`config.mk`:
```
export PLATFORM = sky130hd
export DESIGN_NAME = chip8_mem_responder_flat
export DESIGN_NICKNAME = d
export VERILOG_FILES = /design/src/rtl/chip8_mem_responder_if.sv /design/src/rtl/chip8_mem_responder.sv /design/src/flat_wrapper.sv
export SDC_FILE = /design/constraint.sdc
export NUM_CORES = 1
export LEC_CHECK = 0
export BUFFER_PORTS_ARGS = -buffer_cell sky130_fd_sc_hd__buf_2
export CAP_MARGIN = 10
export CELL_PAD_IN_SITES_DETAIL_PLACEMENT = 0
export CELL_PAD_IN_SITES_GLOBAL_PLACEMENT = 1
export CORE_MARGIN = 3
export CORE_UTILIZATION = 38
export DETAILED_ROUTE_END_ITERATION = 10
export PLACE_DENSITY = 0.8
export SLEW_MARGIN = 10
export SYNTH_ARGS = -nofsm -noshare
export SYNTH_HDL_FRONTEND = slang
export SYNTH_SLANG_ARGS = --single-unit
```
`constraint.sdc`:
```
create_clock -name clk_in -period 2 [get_ports clk_in]
set_input_delay 0.1 -clock clk_in [delete_from_list [all_inputs] [get_ports clk_in]]
set_output_delay 0.1 -clock clk_in [all_outputs]
set_load 0.05 [all_outputs]
```
`src/rtl/chip8_mem_responder_if.sv`:
```
// chip8_mem_responder_if
//   Request/response bus between chip-8 initiators (video/sprite engine, core)
//   and the memory responder.
//   req_valid  : request strobe, honoured only while ready=1
//   req_we     : 1=write, 0=read
//   req_type   : 0=program RAM, 1=VRAM framebuffer
//   req_addr   : 16-bit byte address
//   req_data   : write data
//   ready      : responder idle and able to accept
//   resp_valid : one-cycle pulse, resp_data valid
//   resp_data  : read data, held until the next response
interface chip8_mem_responder_if;
   logic        req_valid;
   logic        req_we;
   logic        req_type;
   logic [15:0] req_addr;
   logic [7:0]  req_data;
   logic        ready;
   logic        resp_valid;
   logic [7:0]  resp_data;

   modport master (
      output req_valid, req_we, req_type, req_addr, req_data,
      input  ready, resp_valid, resp_data
   );

   modport slave (
      input  req_valid, req_we, req_type, req_addr, req_data,
      output ready, resp_valid, resp_data
   );
endinterface

```
`src/rtl/chip8_mem_responder.sv`:
```
// chip8_mem_responder
//   Responder end of the chip-8 memory request protocol. Accepts one request
//   at a time, routes it to the program RAM (type 0) or the VRAM framebuffer
//   (type 1), drives the selected BRAM port and returns read data with a
//   single-cycle valid pulse. All outputs are registered.
// Ports:
//   clk_in, rst_in        : clock, synchronous active-high reset
//   bus (slave modport)   : request/response handshake
//   err_out               : sticky out-of-range address flag
//   ram_addr/we/din_out   : program RAM port, ram_dout_in read data
//   vram_addr/we/din_out  : VRAM port, vram_dout_in read data
module chip8_mem_responder #(
   parameter int  BRAM_LATENCY = 2,
   parameter int  RAM_DEPTH    = 4096,
   parameter int  VRAM_DEPTH   = 256,
   localparam int RAM_AW       = $clog2(RAM_DEPTH),
   localparam int VRAM_AW      = $clog2(VRAM_DEPTH)
) (
   input  logic                  clk_in,
   input  logic                  rst_in,
   chip8_mem_responder_if.slave  bus,
   output logic                  err_out,
   output logic [RAM_AW-1:0]     ram_addr_out,
   output logic                  ram_we_out,
   output logic [7:0]            ram_din_out,
   input  logic [7:0]            ram_dout_in,
   output logic [VRAM_AW-1:0]    vram_addr_out,
   output logic                  vram_we_out,
   output logic [7:0]            vram_din_out,
   input  logic [7:0]            vram_dout_in
);

   typedef enum logic [1:0] {
      IDLE      = 2'd0,
      WRITE     = 2'd1,
      READ_WAIT = 2'd2,
      RESP      = 2'd3
   } state_t;

   state_t               state_q, state_d;
   logic [2:0]           cnt_q, cnt_d;
   logic                 type_q, type_d;
   logic                 ready_q, ready_d;
   logic                 resp_valid_q, resp_valid_d;
   logic [7:0]           resp_data_q, resp_data_d;
   logic                 err_q, err_d;
   logic [RAM_AW-1:0]    ram_addr_q, ram_addr_d;
   logic                 ram_we_q, ram_we_d;
   logic [7:0]           ram_din_q, ram_din_d;
   logic [VRAM_AW-1:0]   vram_addr_q, vram_addr_d;
   logic                 vram_we_q, vram_we_d;
   logic [7:0]           vram_din_q, vram_din_d;

   logic accept;
   logic ram_oor;
   logic vram_oor;

   // ready_q is only ever high in IDLE, but it is also low for the first
   // IDLE cycle after reset, so it gates acceptance on its own.
   assign accept   = (state_q == IDLE) && ready_q && bus.req_valid;
   assign ram_oor  = 32'(bus.req_addr) >= 32'(RAM_DEPTH);
   assign vram_oor = 32'(bus.req_addr) >= 32'(VRAM_DEPTH);

   always_comb begin
      state_d      = state_q;
      cnt_d        = cnt_q;
      type_d       = type_q;
      ready_d      = ready_q;
      resp_data_d  = resp_data_q;
      err_d        = err_q;
      ram_addr_d   = ram_addr_q;
      ram_din_d    = ram_din_q;
      vram_addr_d  = vram_addr_q;
      vram_din_d   = vram_din_q;
      // write enables and the response strobe are single-cycle pulses
      ram_we_d     = 1'b0;
      vram_we_d    = 1'b0;
      resp_valid_d = 1'b0;

      case (state_q)
         IDLE: begin
            ready_d = 1'b1;
            if (accept) begin
               ready_d = 1'b0;
               type_d  = bus.req_type;
               cnt_d   = '0;
               state_d = bus.req_we ? WRITE : READ_WAIT;
               // out-of-range addresses flag an error but still wrap
               if (!bus.req_type) begin
                  ram_addr_d = bus.req_addr[RAM_AW-1:0];
                  if (bus.req_we) begin
                     ram_we_d  = 1'b1;
                     ram_din_d = bus.req_data;
                  end
                  if (ram_oor) err_d = 1'b1;
               end else begin
                  vram_addr_d = bus.req_addr[VRAM_AW-1:0];
                  if (bus.req_we) begin
                     vram_we_d  = 1'b1;
                     vram_din_d = bus.req_data;
                  end
                  if (vram_oor) err_d = 1'b1;
               end
            end
         end
         WRITE: begin
            ready_d = 1'b1;
            state_d = IDLE;
         end
         READ_WAIT: begin
            // cnt_q reaches BRAM_LATENCY on the edge the BRAM dout becomes
            // valid; the sample happens on the following edge.
            if (cnt_q == 3'(BRAM_LATENCY)) begin
               resp_data_d  = type_q ? vram_dout_in : ram_dout_in;
               resp_valid_d = 1'b1;
               state_d      = RESP;
            end else begin
               cnt_d = cnt_q + 3'd1;
            end
         end
         RESP: begin
            ready_d = 1'b1;
            cnt_d   = '0;
            state_d = IDLE;
         end
         default: state_d = IDLE;
      endcase
   end

   always_ff @(posedge clk_in) begin
      if (rst_in) begin
         state_q      <= IDLE;
         cnt_q        <= '0;
         type_q       <= 1'b0;
         ready_q      <= 1'b0;
         resp_valid_q <= 1'b0;
         resp_data_q  <= '0;
         err_q        <= 1'b0;
         ram_addr_q   <= '0;
         ram_we_q     <= 1'b0;
         ram_din_q    <= '0;
         vram_addr_q  <= '0;
         vram_we_q    <= 1'b0;
         vram_din_q   <= '0;
      end else begin
         state_q      <= state_d;
         cnt_q        <= cnt_d;
         type_q       <= type_d;
         ready_q      <= ready_d;
         resp_valid_q <= resp_valid_d;
         resp_data_q  <= resp_data_d;
         err_q        <= err_d;
         ram_addr_q   <= ram_addr_d;
         ram_we_q     <= ram_we_d;
         ram_din_q    <= ram_din_d;
         vram_addr_q  <= vram_addr_d;
         vram_we_q    <= vram_we_d;
         vram_din_q   <= vram_din_d;
      end
   end

   assign bus.ready      = ready_q;
   assign bus.resp_valid = resp_valid_q;
   assign bus.resp_data  = resp_data_q;
   assign err_out        = err_q;
   assign ram_addr_out   = ram_addr_q;
   assign ram_we_out     = ram_we_q;
   assign ram_din_out    = ram_din_q;
   assign vram_addr_out  = vram_addr_q;
   assign vram_we_out    = vram_we_q;
   assign vram_din_out   = vram_din_q;

endmodule

```
`src/flat_wrapper.sv`:
```
// flat-port wrapper written by rule: the top's interface ports become plain ports
module chip8_mem_responder_flat 
#(
   parameter int  BRAM_LATENCY = 2,
   parameter int  RAM_DEPTH    = 4096,
   parameter int  VRAM_DEPTH   = 256,
   localparam int RAM_AW       = $clog2(RAM_DEPTH),
   localparam int VRAM_AW      = $clog2(VRAM_DEPTH)
)
  (clk_in, rst_in, err_out, ram_addr_out, ram_we_out, ram_din_out, ram_dout_in, vram_addr_out, vram_we_out, vram_din_out, vram_dout_in, bus_req_valid, bus_req_we, bus_req_type, bus_req_addr, bus_req_data, bus_ready, bus_resp_valid, bus_resp_data);
  chip8_mem_responder_if bus_i ();
  input  logic clk_in;
  input  logic rst_in;
  output logic err_out;
  output logic [RAM_AW-1:0] ram_addr_out;
  output logic ram_we_out;
  output logic [7:0] ram_din_out;
  input  logic [7:0] ram_dout_in;
  output logic [VRAM_AW-1:0] vram_addr_out;
  output logic vram_we_out;
  output logic [7:0] vram_din_out;
  input  logic [7:0] vram_dout_in;
  input wire logic [$bits(bus_i.req_valid)-1:0] bus_req_valid;
  input wire logic [$bits(bus_i.req_we)-1:0] bus_req_we;
  input wire logic [$bits(bus_i.req_type)-1:0] bus_req_type;
  input wire logic [$bits(bus_i.req_addr)-1:0] bus_req_addr;
  input wire logic [$bits(bus_i.req_data)-1:0] bus_req_data;
  output wire logic [$bits(bus_i.ready)-1:0] bus_ready;
  output wire logic [$bits(bus_i.resp_valid)-1:0] bus_resp_valid;
  output wire logic [$bits(bus_i.resp_data)-1:0] bus_resp_data;
  assign bus_i.req_valid = bus_req_valid;
  assign bus_i.req_we = bus_req_we;
  assign bus_i.req_type = bus_req_type;
  assign bus_i.req_addr = bus_req_addr;
  assign bus_i.req_data = bus_req_data;
  assign bus_ready = bus_i.ready;
  assign bus_resp_valid = bus_i.resp_valid;
  assign bus_resp_data = bus_i.resp_data;
  chip8_mem_responder #(.BRAM_LATENCY(BRAM_LATENCY), .RAM_DEPTH(RAM_DEPTH), .VRAM_DEPTH(VRAM_DEPTH)) u_core (.clk_in(clk_in), .rst_in(rst_in), .bus(bus_i), .err_out(err_out), .ram_addr_out(ram_addr_out), .ram_we_out(ram_we_out), .ram_din_out(ram_din_out), .ram_dout_in(ram_dout_in), .vram_addr_out(vram_addr_out), .vram_we_out(vram_we_out), .vram_din_out(vram_din_out), .vram_dout_in(vram_dout_in));
endmodule
```
=== Word-level counts from Yosys, hierarchy flattened ===
Cells that the tools add are included.

* Input port bits: 45
* Register bits: 55
* Output and inout port bits: 49
* Logic and storage cells: 62

* Add/subtract/negate cells: 1
* Reductions and logical operators: 19
* Magnitude comparators: 2
* Bitwise gates (word level): 4
* Muxes and demuxes: 15
* Equality and inequality tests: 8

{| class="wikitable"
|+ Operators by type and width
! operator !! count
|-
| 16-bit by 13-bit greater-or-equal comparator with 1-bit output, second input constant || 1
|-
| 16-bit by 9-bit greater-or-equal comparator with 1-bit output, second input constant || 1
|-
| 4-bit AND reduction || 3
|-
| 3-bit one-hot mux with 3 select lines || 1
|-
| 3-bit AND reduction || 3
|-
| 8-bit 2-to-1 mux || 1
|-
| 4-bit OR reduction || 2
|-
| 1-bit 2-to-1 mux || 6
|-
| 2-bit 2-to-1 mux || 3
|-
| 3-bit 2-to-1 mux || 2
|-
| 2-bit by 1-bit != test with 1-bit output, second input constant || 3
|-
| 2-bit one-hot mux with 3 select lines || 1
|-
| 2-bit AND reduction || 3
|-
| 2-bit == test, second input constant || 2
|-
| 1-bit inverter || 4
|-
| 2-bit nonzero test || 2
|-
| 2-bit OR reduction || 2
|-
| 3-bit by 1-bit adder with 3-bit output, second input constant || 1
|-
| 3-bit by 2-bit == test with 1-bit output, second input constant || 1
|-
| 3-bit nonzero test || 1
|-
| 2-bit by 1-bit == test with 1-bit output, second input constant || 1
|-
| 1-bit logical AND || 2
|-
| 2-bit zero test || 1
|-
| 2-bit != test, second input constant || 1
|-
| 1-bit one-hot mux with 2 select lines || 1
|}

=== Logic depth before layout (Yosys ltp) ===
* Word-level depth: 5
* Gate-level depth with buffers: 7
* Gate-level depth less buffers: 5

=== Least setup slack after synthesis ===
OpenSTA, ideal clock, no wires.

* Path kind: flip-flop to flip-flop
* Start point: register u_core.ready_q (netlist: u_core.bus.ready)
* End point: register u_core.ram_din_q[3] (netlist: u_core.ram_din_out[3])
* Period minus slack after synthesis: 1595 ps
* Stages on the path, launching flop included: 6
* Buffers on the path: 2
* Setup slack: 405 ps
* Data arrival time: 1523 ps
* Library setup time: 72 ps
* Required time: 1928 ps
* Cells stage by stage: dfxtp_1 -> and3b_1 -> buf_6 -> and3_4 -> buf_6 -> mux2i_1

* Longest elaborated chain between the ends: 3

{| class="wikitable"
|+ Ends and longest elaborated chain
! element !! line !! RTL
|-
| from (decl) || chip8_mem_responder.sv:43 || <nowiki>logic ready_q, ready_d;</nowiki>
|-
| from (signal assigned) || chip8_mem_responder.sv:149 || <nowiki>ready_q <= ready_d;</nowiki>
|-
| 1-bit logical AND (2 in a row) || chip8_mem_responder.sv:60 || <nowiki>assign accept = (state_q == IDLE) && ready_q && bus.req_valid;</nowiki>
|-
| 4-bit AND reduction (no line) || -- ||
|-
| to (signal assigned) || chip8_mem_responder.sv:155 || <nowiki>ram_din_q <= ram_din_d;</nowiki>
|-
| to (decl) || chip8_mem_responder.sv:49 || <nowiki>logic [7:0] ram_din_q, ram_din_d;</nowiki>
|}

Every way passes these cells.
A chain may end at the register's enable or synchronous reset.

=== Worst setup path in the final report ===
* Start point: register u_core.state_q[0]
* End point: register u_core.state_q[0]

* Longest elaborated chain between the ends: 5
* Elaborated cells between the ends (all ways): 11
* Those cells by class: 5 x eq/ne; 1 x mux; 5 x reduce/logical

{| class="wikitable"
|+ Ends and longest elaborated chain
! element !! line !! RTL
|-
| from (decl) || chip8_mem_responder.sv:40 || <nowiki>state_t state_q, state_d;</nowiki>
|-
| from (signal assigned) || chip8_mem_responder.sv:146 || <nowiki>state_q <= state_d;</nowiki>
|-
| 2-bit zero test || chip8_mem_responder.sv:60, chip8_mem_responder.sv:80 ||
|-
| 1-bit logical AND (2 in a row) || chip8_mem_responder.sv:60 ||
|-
| 2-bit by 1-bit != test with 1-bit output (no line) || -- ||
|-
| 2-bit AND reduction (no line) || -- ||
|}

Parallel ways exist; a longest one is shown, timed or not.

==> impl_results.md <==
* GPL Wtd Cong at 0.7991
* Slew margin rel. at 51.75%
* Synth Instances at 240
* Via-per-instance ratio at 4.803
* Worst r2r dst: u_core.state_q[0]$_SDFFE_PP0P_
* Syn nets at 287
* RSZ-0062 raised after global routing: no
* Worst setup margin at 0.4512 ns
* PD cells at 699.9 nW/um2
* Core Footprint at 6026 um2
* Layout fillers at 607
* Critical-path cell list: and4bb_2 > a21oi_1 > a211oi_1
* Congestion Overflow GR at 0
* Die Ht at 85.62 um
* Status: finished, final reports clean
* Die width at 85.62 um
* Root buf cell: clkbuf_8
* Hold path startpoint: bus_req_addr[8]
* Pre-CTS WS at 0.4819 ns
* Drc violations at 0
* Setup TNS at 0 ns
* N_diodes at 0
* Synth Register Bits at 55
* Initial antenna violation count at 0
* Crit end category: register
* Rows at 28
* HPWL Detailed at 3768 um
* Leak at 1.378 nW
* Hold path endpoint: u_core.ram_addr_out[8]$_SDFFE_PP0P_
* Slowest Stage Delay on Critical Path at 0.73 ns
* Clock transition at path regs at 0.10 ns
* Share of the synthesized area in the top cell type at 45.71%
* Crit path max fanout at 19
* CP startpoint kind: register
* Flop2flop setup slack at 0.45 ns
* Via count at 1,926
* TritonCTS Buffers at 5
* CTS Sinks at 55
* Routed WL at 5242 um
* Hold Crit Class: primary input to register
* PostCTS Resize Cnt at 0
* I/O Pins at 94
* CP Data Required Time at 2.16 ns
* Fin crit share at 77.44%
* Ys Warns at 0
* Share of layout cells above drive strength 1 at 33.44%
* H-tree level count at 2
* Final ANT Viol Nets at 0
* Wirelength per Cell at 13.07 um
* # port buffers at 93
* Peak VDD IR at 0.0003684 V
* Slowest cell on crit path: dfxtp_1
* Initial Util at 39.97%
* Max-slew violations at 0
* CP Class: register to register
* Vias in the first global route at 1,811
* Clock latency on the worst-skew pair at 0.32 ns
* Max Freq at 645.7 MHz
* Largest net degree at the start of global routing at 58
* Synth cell types at 33
* Total track usage at 14.34%
* Starting DRT DRC Count at 82
* Leading post-synthesis cells by cell area: dfxtp_1, mux2i_1, nand2b_1, a211oi_1, buf_6
* Post-layout min period at 1.549 ns
* Area leader, netlist: dfxtp_1
* First-pass GRT wire length at 8493 um
* Seq/Total Area, Yosys at 45.71%
* Area Overhead vs Synth at 23.32%
* Setup Buffers After CTS at 0
* DRT Pass-1 Iters at 4
* Syn_area_per_cell at 10.04 um2
* Synth Cell Area at 2409 um2
* Worst-Margin Slew at 0.7238 ns
* Crit path DAT at 1.71 ns
* Setup violators final at 0
* Die Area at 7330 um2
* Post-Route Skew at 0.01760 ns
* RR Startpoint: u_core.state_q[0]$_SDFFE_PP0P_
* Final hold violation count at 0
* R2r worst-path depth at 3
* Nets at 372
* Maxcap violations at 0
* Cts-stage hold buffer count at 0
* Clk buf depth at 2
* Hold Crit Depth at 3
* CTS tree: built
-- cell usage in the layout, fill, tap and decap left out, types with 2 or more instances in the layout --
| cell type | netlist | layout |
|---|---|---|
| a211oi_1 | 10 | 10 |
| a21oi_1 | 10 | 10 |
| buf_2 | 1 | 93 |
| buf_4 | 0 | 2 |
| clkbuf_8 | 0 | 5 |
| dfxtp_1 | 55 | 55 |
| ha_1 | 2 | 2 |
| inv_1 | 5 | 5 |
| mux2i_1 | 40 | 40 |
| nand2b_1 | 49 | 49 |
| nand3_1 | 6 | 6 |
| nor2_1 | 13 | 13 |
| nor2b_1 | 5 | 5 |
| nor3_1 | 2 | 2 |
| o21ai_0 | 6 | 6 |
| o31ai_1 | 4 | 4 |
-- synth_stat cells (all sizes together) --
master	number
a211o	1
a211oi	10
a21oi	10
a31oi	1
and3	2
and3b	1
and4bb	1
buf	6
clkbuf	11
dfxtp	55
ha	2
inv	5
mux2i	40
nand2	2
nand2b	49
nand3	7
nand3b	1
nor2	13
nor2b	5
nor3	3
nor3b	1
nor4	1
o211ai	1
o21a	1
o21ai	6
o31ai	4
o41ai	1
-- worst max path at each step --
stage / cells past startpoint / from / to
2_1_floorplan: 5 / u_core.bus.ready$_SDFFE_PP0P_ / u_core.ram_din_out[3]$_SDFFE_PP0P_
3_3_place_gp: 3 / u_core.state_q[0]$_SDFFE_PP0P_ / u_core.state_q[0]$_SDFFE_PP0P_
3_5_place_dp: 3 / u_core.state_q[0]$_SDFFE_PP0P_ / u_core.bus.resp_data[2]$_SDFFE_PP0P_
4_1_cts: 3 / u_core.state_q[0]$_SDFFE_PP0P_ / u_core.state_q[0]$_SDFFE_PP0P_
5_1_grt: 3 / u_core.state_q[0]$_SDFFE_PP0P_ / u_core.cnt_q[0]$_SDFFE_PP0P_
6_report: 3 / u_core.state_q[0]$_SDFFE_PP0P_ / u_core.state_q[0]$_SDFFE_PP0P_
-- metal layers --
layer	vias to the layer above	track usage (%)	part of all wire (%)
met3	5	5.091	8.4
li1	996	-	-
met2	68	21.19	45
met1	857	19.66	46
met5	-	0	0
met4	0	4.317	1.2
-- cell type report --
class / count / area, um2 / share of cell area [%]
Timing Repair Buffer: 95 / 480.5 / 16.18
Inverter: 5 / 18.77 / 0.6318
Tap cell: 75 / 93.84 / 3.159
Sequential cell: 55 / 1101 / 37.07
Clock inverter: 3 / 22.52 / 0.7582
Multi-Input combinational cell: 163 / 1185 / 39.89
Clock buffer: 5 / 68.82 / 2.317
-- sequential cells by signal, summed over array words and instances (netlist names) --
| name | cells |
|---|---|
| u_core.cnt_q | 3 |
| u_core.vram_we_out | 1 |
| u_core.state_q | 2 |
| u_core.ram_din_out | 8 |
| u_core.ram_addr_out | 12 |
| u_core.bus.ready | 1 |
| u_core.vram_addr_out | 8 |
| u_core.bus.resp_valid | 1 |
| u_core.vram_din_out | 8 |
| u_core.type_q | 1 |
| u_core.ram_we_out | 1 |
| u_core.bus.resp_data | 8 |
| u_core.err_out | 1 |
-- power breakdown --
group          switching, mW  leakage (nW)  internal, mW
combinational          0.188         0.884         0.112
sequential            0.0274         0.445          1.12
clock                  0.376        0.0485         0.252
total                  0.591          1.38          1.49
-- worst max-delay path, delay by kind of cell (launching register included) --
family | cells | cell delay (ns)
AO/OA/AOI/OAI | 2 | 0.23
AND/OR/NAND/NOR | 1 | 0.44
flip-flops | 1 | 0.73
-- cells by family (layout without fill, tap and decap cells) --
| kind of cell | Yosys count | in the layout | synth area share [%] |
|---|---|---|---|
| AO/OA/AOI/OAI | 35 | 35 | 9.299 |
| buffers and inverters | 22 | 108 | 5.091 |
| flip-flops | 55 | 55 | 45.71 |
| adder cells (fa/ha/maj) | 2 | 2 | 1.039 |
| AND/OR/NAND/NOR | 86 | 86 | 22.23 |
| multiplexers | 40 | 40 | 16.62 |
-- per-stage QoR --
step | instances | power (mW) | utilization, % | hold WS, ns | cell area [um2]
final | 401 | 2.079 | 49.29 | 0.04976 | 2970
after global placement | 393 | 1.477 | 47.78 | 0.3784 | 2879
after CTS | 401 | 2.113 | 49.29 | 0.04096 | 2970
after detailed placement | 393 | 1.479 | 47.78 | 0.3818 | 2879
after floorplan | 240 | 1.388 | - | 0.2435 | 2409
after global routing | 401 | 2.190 | 49.29 | 0.03682 | 2970
(Power assumes the default switching activity.)
